$ cat src/rtl/fir_response_capture.sv
// Captures the FIR response after an arm pulse: waits for the first non-zero sample,
// stores N_SAMPLES valid samples and keeps a running sum, peak magnitude and peak index.
module fir_response_capture #(
    parameter int NB_DATA = 8,
    parameter int NB_ADDR = 4,
    parameter int NB_SUM  = NB_DATA + NB_ADDR
) (
    input  logic               i_clk,
    input  logic               i_rst,
    input  logic               i_valid,
    input  logic [NB_DATA-1:0] i_data,
    input  logic               i_arm,
    input  logic [NB_ADDR-1:0] i_rd_addr,
    output logic [NB_DATA-1:0] o_rd_data,
    output logic               o_busy,
    output logic               o_done,
    output logic [NB_SUM-1:0]  o_sum,
    output logic [NB_DATA-1:0] o_peak,
    output logic [NB_ADDR-1:0] o_peak_idx
);

    localparam int N_SAMPLES = 2 ** NB_ADDR;
    localparam logic [NB_ADDR-1:0] LAST_IDX = NB_ADDR'(N_SAMPLES - 1);

    typedef enum logic [1:0] {
        ST_IDLE,
        ST_ARMED,
        ST_CAPTURE,
        ST_DONE
    } state_t;

    state_t             state_q, state_d;
    logic [NB_ADDR-1:0] count_q, count_d;
    logic [NB_SUM-1:0]  sum_q, sum_d;
    logic [NB_DATA-1:0] peak_q, peak_d;
    logic [NB_ADDR-1:0] peak_idx_q, peak_idx_d;
    logic [NB_DATA-1:0] rd_data_q;
    logic               wr_en;
    logic [NB_DATA-1:0] sample_abs;
    logic [NB_SUM-1:0]  sample_ext;

    logic [NB_DATA-1:0] mem_q [N_SAMPLES];

    // Unsigned magnitude: the most negative code maps to 2**(NB_DATA-1) without overflow.
    assign sample_abs = i_data[NB_DATA-1] ? ((~i_data) + {{(NB_DATA-1){1'b0}}, 1'b1}) : i_data;
    assign sample_ext = NB_SUM'($signed(i_data));

    always_comb begin
        state_d    = state_q;
        count_d    = count_q;
        sum_d      = sum_q;
        peak_d     = peak_q;
        peak_idx_d = peak_idx_q;
        wr_en      = 1'b0;

        case (state_q)
            ST_IDLE, ST_DONE: begin
                if (i_arm) begin
                    state_d    = ST_ARMED;
                    count_d    = '0;
                    sum_d      = '0;
                    peak_d     = '0;
                    peak_idx_d = '0;
                end
            end
            ST_ARMED: begin
                if (i_valid && (i_data != '0)) begin
                    wr_en   = 1'b1;
                    state_d = ST_CAPTURE;
                end
            end
            ST_CAPTURE: begin
                if (i_valid) begin
                    wr_en = 1'b1;
                    if (count_q == LAST_IDX) begin
                        state_d = ST_DONE;
                    end
                end
            end
            default: state_d = ST_IDLE;
        endcase

        // Strict compare keeps the earliest index on ties.
        if (wr_en) begin
            count_d = count_q + {{(NB_ADDR-1){1'b0}}, 1'b1};
            sum_d   = sum_q + sample_ext;
            if (sample_abs > peak_q) begin
                peak_d     = sample_abs;
                peak_idx_d = count_q;
            end
        end
    end

    always_ff @(posedge i_clk or negedge i_rst) begin
        if (!i_rst) begin
            state_q    <= ST_IDLE;
            count_q    <= '0;
            sum_q      <= '0;
            peak_q     <= '0;
            peak_idx_q <= '0;
            rd_data_q  <= '0;
        end else begin
            state_q    <= state_d;
            count_q    <= count_d;
            sum_q      <= sum_d;
            peak_q     <= peak_d;
            peak_idx_q <= peak_idx_d;
            rd_data_q  <= mem_q[i_rd_addr];
        end
    end

    // Buffer storage carries no reset so it maps onto block RAM.
    always_ff @(posedge i_clk) begin
        if (wr_en) begin
            mem_q[count_q] <= i_data;
        end
    end

    assign o_busy     = (state_q == ST_ARMED) || (state_q == ST_CAPTURE);
    assign o_done     = (state_q == ST_DONE);
    assign o_sum      = sum_q;
    assign o_peak     = peak_q;
    assign o_peak_idx = peak_idx_q;
    assign o_rd_data  = rd_data_q;

endmodule

$ cat config.mk
export PLATFORM = sky130hd
export DESIGN_NAME = fir_response_capture
export DESIGN_NICKNAME = d
export VERILOG_FILES = /design/src/rtl/fir_response_capture.sv
export SDC_FILE = /design/constraint.sdc
export NUM_CORES = 1
export LEC_CHECK = 0
export CAP_MARGIN = 10
export CORE_ASPECT_RATIO = 1.75
export CORE_MARGIN = 10
export CORE_UTILIZATION = 35
export DETAILED_ROUTE_END_ITERATION = 6
export HOLD_SLACK_MARGIN = 0.12
export PLACE_DENSITY_LB_ADDON = 0.2
export SYNTH_ARGS = -nofsm -noshare
export SYNTH_HDL_FRONTEND = slang
export SYNTH_SLANG_ARGS = --single-unit
$ cat constraint.sdc
create_clock -name i_clk -period 2.6 [get_ports i_clk]
set_input_delay 0.39 -clock i_clk [delete_from_list [all_inputs] [get_ports i_clk]]
set_output_delay 0.39 -clock i_clk [all_outputs]
set_load 0.05 [all_outputs]
==> run_results.csv <==
group,metric,value,unit
placement,place_congestion,0.853,
layout,nets,601,
clock_network,insertion_delay,0.42,ns
floorplan,start_util,35.7,%
floorplan,die_w,129,µm
clock_network,numCtsBuffers,17,
grt,grt_use_total,14.0,%
sta,finalHoldViolations,0,
synth,syn_area_per_cell,16.4,µm²
grt,grt_pass1_wl,28000,µm
drt,routedWlPerCell,21.9,µm
clock_network,clockRootBuffer,"clkbuf_16",
drt,via_per_inst,5.25,
placement,hpwl,12900,µm
placement,dp_worst_setup_slack,-0.678,ns
synth,syn_inst,446,
critical_path,cp-end-kind,"flip-flop",
sta,whs,0.135,ns
drt,drtPass1Iterations,5,
floorplan,core,0.0205,mm²
synth,synth-edff-count,128,
clock_network,ctsHoldBuffers,0,
synth,syn_area,0.00731,mm²
sta,rsz0062_at_grt,"no",
layout,area_delta_synth_final,26.5,%
sta,slew_violations,0,
grt,grt-ovfl-total,0,
sta,setup_viol,0,
floorplan,dieHeight,211,µm
critical_path,cp-start-kind,"input port",
synth,ys_ff_latch,166,
synth,ys_async_sr_fraction,22.9,%
synth,yosysTopAreaCell,"edfxtp_1",
sta,worst_slew_pin_slew,1.01,ns
synth,yosys-top-cells-area,"edfxtp_1 53%, dfrtp_1 13%, mux4_2 12%",
clock_network,cts_tree,"done",
drt,vias,4289,
synth,synth-main-ff-cell,"edfxtp_1",
sta,clock.fmax,396,MHz
outcome,status,"finished, final reports clean",
synth,syn_nets,491,
layout,num-fill-cells,1799,
power_and_ir_drop,powerDensity,872,mW/mm²
layout,register_area,0.00479,mm²
drt,ant_nets,0,
sta,finClkSkew,0.00717,ns
layout,utilization,45.2,%
floorplan,ioPinCount,50,
flow_run,max_cap_violations,0,
drt,drc,0,
clock_network,cts_max_level,4,
hold_path,hold_class,"input port to asynchronous set/reset pin",
critical_path,cp.arrival,2.84,ns
clock_network,cts_buffer_depth,2,
grt,antenna_found_initial,0,
synth,synth.yosys.warnings,0,
critical_path,required,2.92,ns
synth,yosysUniqueCellTypes,44,
layout,multiInputGateArea,0.00239,mm²
layout,drive_gt1_share,25.3,%
layout,num_antenna_cells,0,
placement,io_buffers,49,
power_and_ir_drop,power,8.06,mW
sta,post-route-worst-setup-slack,0.0771,ns
floorplan,die_area,0.0273,mm²
synth,synth_top_area_share,52.6,%
sta,period_needed,2.52,ns
floorplan,row_count,69,
power_and_ir_drop,p_leak,3.48,nW
grt,grt_pass1_vias,4665,
clock_network,cts_sinks,166,
drt,drt_wl_total,17900,µm
critical_path,r2r_cells,7,
sta,period_share,97.0,%
critical_path,critical_path_class,"input port to flip-flop",
power_and_ir_drop,ir_drop,0.000647,V
sta,setup_tns,0,ns
drt,drt_iter0_drc,223,
sta,slew_headroom,32.8,%
grt,grt_max_degree,39,
critical_path,critPathMaxFanout,5,
clock_network,cts.clk_slew.worst_paths,0.07,ns
synth,synth.yosys.seq_area_share,65.6,%
cell usage after synthesis, types with 2 or more instances:
cell type	n
nor2b_1	2
a22o_1	2
mux2i_1	5
buf_2	6
nand3_1	19
ha_1	28
o22ai_1	2
and2_1	8
a41oi_1	2
a21o_1	5
o21bai_1	2
xor2_1	3
o31ai_1	6
clkbuf_1	9
a21oi_1	10
and3_1	13
dfrtp_1	38
nand4_1	2
o21ai_0	16
o21ai_1	2
xnor2_1	10
and4_1	3
inv_1	22
a31o_1	7
mux4_2	40
nand2_1	21
o21a_1	4
nor2_1	6
edfxtp_1	128
buf_1	2
nor3_1	10
per-layer routing:
metal | track usage, % | up-vias | wire length, µm
li1 | - | 1968 | -
met1 | 14.1 | 2209 | 6280
met2 | 26.4 | 87 | 10500
met3 | 3.54 | 25 | 711
met4 | 5.44 | 0 | 410
met5 | 0 | - | 0
path summary, 6_finish.rpt:
| path | from | endpoint | slack, ns |
|---|---|---|---|
| min in group i_clk | o_peak_idx[1] | o_peak_idx[1] | 0.54 |
| worst max-delay path | i_data[2] | o_peak[3] | 0.08 |
| worst min-delay path | i_rst | o_sum[6] | 0.14 |
| worst max register to register | state_q[0] | mem_q[10][4] | 0.27 |
| worst min register to register | o_peak_idx[1] | o_peak_idx[1] | 0.54 |
| max in group asynchronous | i_rst | count_q[3] | 1.84 |
critical path, stage by stage:
cell and delay [ns]:
dlygate4sd2_1 0.32, or4_4 0.58, o21ai_4 0.19, xnor2_2 0.10
ha_1 0.30, and3_1 0.17, nor2b_4 0.16, a31oi_4 0.11
buf_4 0.16, and3_1 0.17, a31o_1 0.19
cell families after synthesis:
group | synth area share [%]
adder cells (fa/ha/maj) | 5.07
multiplexers | 13.0
AO/OA/AOI/OAI | 6.03
flip-flops | 65.6
XOR/XNOR | 1.56
AND/OR/NAND/NOR | 6.34
buffers and inverters | 2.36
repair_timing:
action / in CTS / in global routing
buffers inserted: 2 / 0
setup endpoints to repair: 12 / 6
resized for setup: 11 / 3
pin swaps: 2 / 0
power by group:
part           internal, mW  switching, mW
logic                 0.929           1.42
clock network          1.45           1.06
registers              3.06          0.140
total                  5.44           2.62
registers in the layout, summed over array words and instances (netlist names):
name / count
o_rd_data: 8
mem_q: 128
count_q: 4
state_q: 2
o_peak_idx: 4
o_peak: 8
o_sum: 12
cell type report:
cell class                 count  share of cell area (%)
clock buffer                  19                    4.79
inverter                      22                   0.894
multi-input combinational    239                    25.9
timing repair buffer         110                    11.6
tap                          248                    3.36
clock inverter                13                    1.58
sequential                   166                    51.9
layout by cell type (no fill, tap or decap), drive strengths merged, types with 3 or more instances in the layout:
cell           Yosys  routed
nand2             22      22
nor3              10      10
dlygate4sd2        0       5
nand3             19      19
and3              13      13
xor2               3       3
and4               3       3
and2               8       8
inv               22      26
o31ai              6       6
mux2i              5       5
a31o               7       7
xnor2             10      10
mux4              40      40
clkinvlp           0       4
ha                28      28
a21o               5       5
nor2               6       6
buf               10      63
clkinv             0       3
edfxtp           128     128
dfrtp             38      38
o21a               4       4
clkdlybuf4s50      0      40
clkbuf             9      19
o21ai             19      19
a21oi             10      10
through the flow:
step | area (µm²) | instances
5_1_grt | 9240 | 817
2_1_floorplan | 7330 | 446
6_report | 9240 | 817
3_3_place_gp | 8610 | 783
3_5_place_dp | 8610 | 783
4_1_cts | 9240 | 817
Note: power is estimated with default switching activity, not from simulation.
==> RTL edit (same settings) <==
`sum_q` and `rd_data_q` no longer have a reset.
--- a/src/rtl/fir_response_capture.sv
+++ b/src/rtl/fir_response_capture.sv
@@ -95,18 +95,19 @@
         if (!i_rst) begin
             state_q    <= ST_IDLE;
             count_q    <= '0;
-            sum_q      <= '0;
             peak_q     <= '0;
             peak_idx_q <= '0;
-            rd_data_q  <= '0;
         end else begin
             state_q    <= state_d;
             count_q    <= count_d;
-            sum_q      <= sum_d;
             peak_q     <= peak_d;
             peak_idx_q <= peak_idx_d;
-            rd_data_q  <= mem_q[i_rd_addr];
         end
+    end
+
+    always_ff @(posedge i_clk) begin
+        sum_q     <= sum_d;
+        rd_data_q <= mem_q[i_rd_addr];
     end
 
     // Buffer storage carries no reset so it maps onto block RAM.
Behaviour: differs if i_rst is asserted again (counterexample within 4 cycles, from zero or initial values and one cycle with i_rst low); with i_rst held inactive, the same outputs for 4 cycles.
==> RTL edit against the original RTL <==
  * First-iteration DRC count up 11%
  * Wire length down 1.4%
  * Largest power group unchanged
  * Design area up 0.70%
  * Largest cell class unchanged
  * Die area fell by 0.29%
  * Synthesized area shrank 0.33%
  * Hold slack improved by 140 ps
  * Sequential cell count unchanged
  * Total power up 8.5%
  * Critical endpoint unchanged
  * Clock power decreased by 4%
  * Setup slack better by 61 ps
==> RTL edit: results (changes against the original RTL) <==
status: "completed"
wirelength_um: 17600  # -1.4%
p_leak_uw: 0.00341  # -2.1%
post-dp-hpwl_um: 13000  # +0.89%
via_per_inst: 5.10  # -2.8%
ys_top_cells_by_count: "140 x edfxtp_1, 40 x mux4_2, 28 x ha_1"
grt_pass1_wl_um: 27400  # -2.0%
slowest_delay_ps: 380  # -200 ps
multi_input_gates: 228  # -4.6%
layout-drive-gt1-share_pct: 28.9  # +3.6 points
fin_ws_ps: 138  # +60.7 ps
wl_per_cell_um: 21.4  # -2.0%
grt_util_met1_pct: 13.5  # -0.64 points
crit_path_top_delay_cell: "or3_4"
synth_enable_flop_cells: 140  # +9.4%
dp_cells: 790  # +0.89%
critPathLaunch: "i_data[3]"
post_cts_buffers: 0  # -2
worst_ep_arrival_time_ps: 2770  # -70 ps
nFillCells: 1830  # +1.7%
ys_seq_area_share_pct: 66.1  # +0.49 points
r2r_cells: 9  # +2
clkTransAtPathRegs_ps: 70  # about the same
grt_util_met3_pct: 2.76  # -0.78 points
syn_nets: 481  # -2.0%
area_delta_synth_final_pct: 27.8
grt_pass1_vias: 4660  # -0.11%
grt_max_degree: 33  # -15%
antenna_found_initial: 0  # unchanged
worstReg2RegEnd: "mem_q[0][3]"
num-nonclk-buffers: 121  # +10%
grt_usage_pct: 13.7  # -0.31 points
ir_worst_vdd_mv: 0.595  # -8.1%
async_flop_share_pct: 10.8  # -12 points
use_met2_pct: 26.6  # +0.19 points
dr.pass1.iters: 4  # -1
synth_cell_types: 49  # +11%
clockNetworkAreaShare_pct: 6.05  # -0.33 points
drt_iter0_drc: 247  # +11%
syn-cell-area_um2: 7280  # -0.33%
final.clkbuf_count: 18  # -1
fin_nets: 606  # +0.83%
ys_top_cells_by_area: "edfxtp_1 58%, mux4_2 12%, dfrtp_1 6.2%"
bufAreaShareNonClock_pct: 12.8  # +1.2 points
postPlaceCellArea_um2: 8730  # +1.5%
inv_count: 27  # +23%
r2r_slack_ps: 220  # -50 ps
hold_class: "input pin to flip-flop"
synth_cells: 436  # -2.2%
cp_max_fo: 3  # -2
slew-limit-headroom_pct: 35.2  # +2.4 points
seq-cell-share_pct: 51.7  # -0.15 points
multi_input_area_share_pct: 25.0  # -0.87 points
fin_skew_ps: 9.78  # +2.62 ps
fin_hold_ws_ps: 275  # +140 ps
htree_levels: 4  # unchanged
gp_congestion: 0.850  # -0.29%
place_worst_setup_slack_ps: -869  # -191 ps
RTL edit: cell count changes after synthesis, moves of 4 or more:
cell	unedited run	this run
a31o_1	7	0
and2_1	8	2
and3_1	13	6
dfrtp_1	38	18
dfxtp_1	0	8
edfxtp_1	128	140
inv_1	22	26
mux2_2	0	7
nand3_1	19	10
nor2_1	6	16
nor4_1	0	4
o211ai_1	0	4
o21ai_0	16	9
o31ai_1	6	2
RTL edit: per-layer routing:
metal  part of all wire [%]  wire length (µm)  vias to the layer above
met2                     59             10300                       64
li1                       -                 -                     1953
met5                      0                 0                        -
met3                    2.6               450                       21
met1                     36              6430                     2155
met4                    2.4               427                        0
RTL edit: report_power, final:
part | leakage (µW) | switching, µW | internal (µW)
Sequential | 0.00158 | 155 | 3180
Clock | 0.000271 | 1050 | 1350
Combinational | 0.00156 | 1760 | 1240
Total | 0.00341 | 2970 | 5760
RTL edit: kinds of logic (layout without fill, tap and decap cells):
logic type | Yosys count | count (layout) | share of synthesized area [%]
and+or+nand+nor | 86 | 86 | 6.07
AOI/OAI and AO/OA | 48 | 48 | 4.54
adders and majority gates | 29 | 29 | 5.09
DFF | 166 | 166 | 66.1
buffers and inverters | 42 | 180 | 2.44
xor gates and xnor gates | 10 | 10 | 1.20
muxes | 55 | 55 | 14.6
RTL edit: how the worst min path moves through the flow:
stage / end / depth (start not counted) / startpoint
3_3_place_gp: o_peak_idx[1] / 2 / o_peak_idx[1]
6_report: mem_q[6][1] / 1 / i_data[1]
3_5_place_dp: o_peak_idx[0] / 2 / o_peak_idx[0]
4_1_cts: state_q[0] / 2 / i_rst
2_1_floorplan: count_q[0] / 0 / i_rst
5_1_grt: mem_q[6][1] / 1 / i_data[1]
RTL edit: what timing repair did:
action	4_1_cts	5_1_grt
setup endpoints to repair	62	13
pin swaps	2	6
resized for setup	13	15
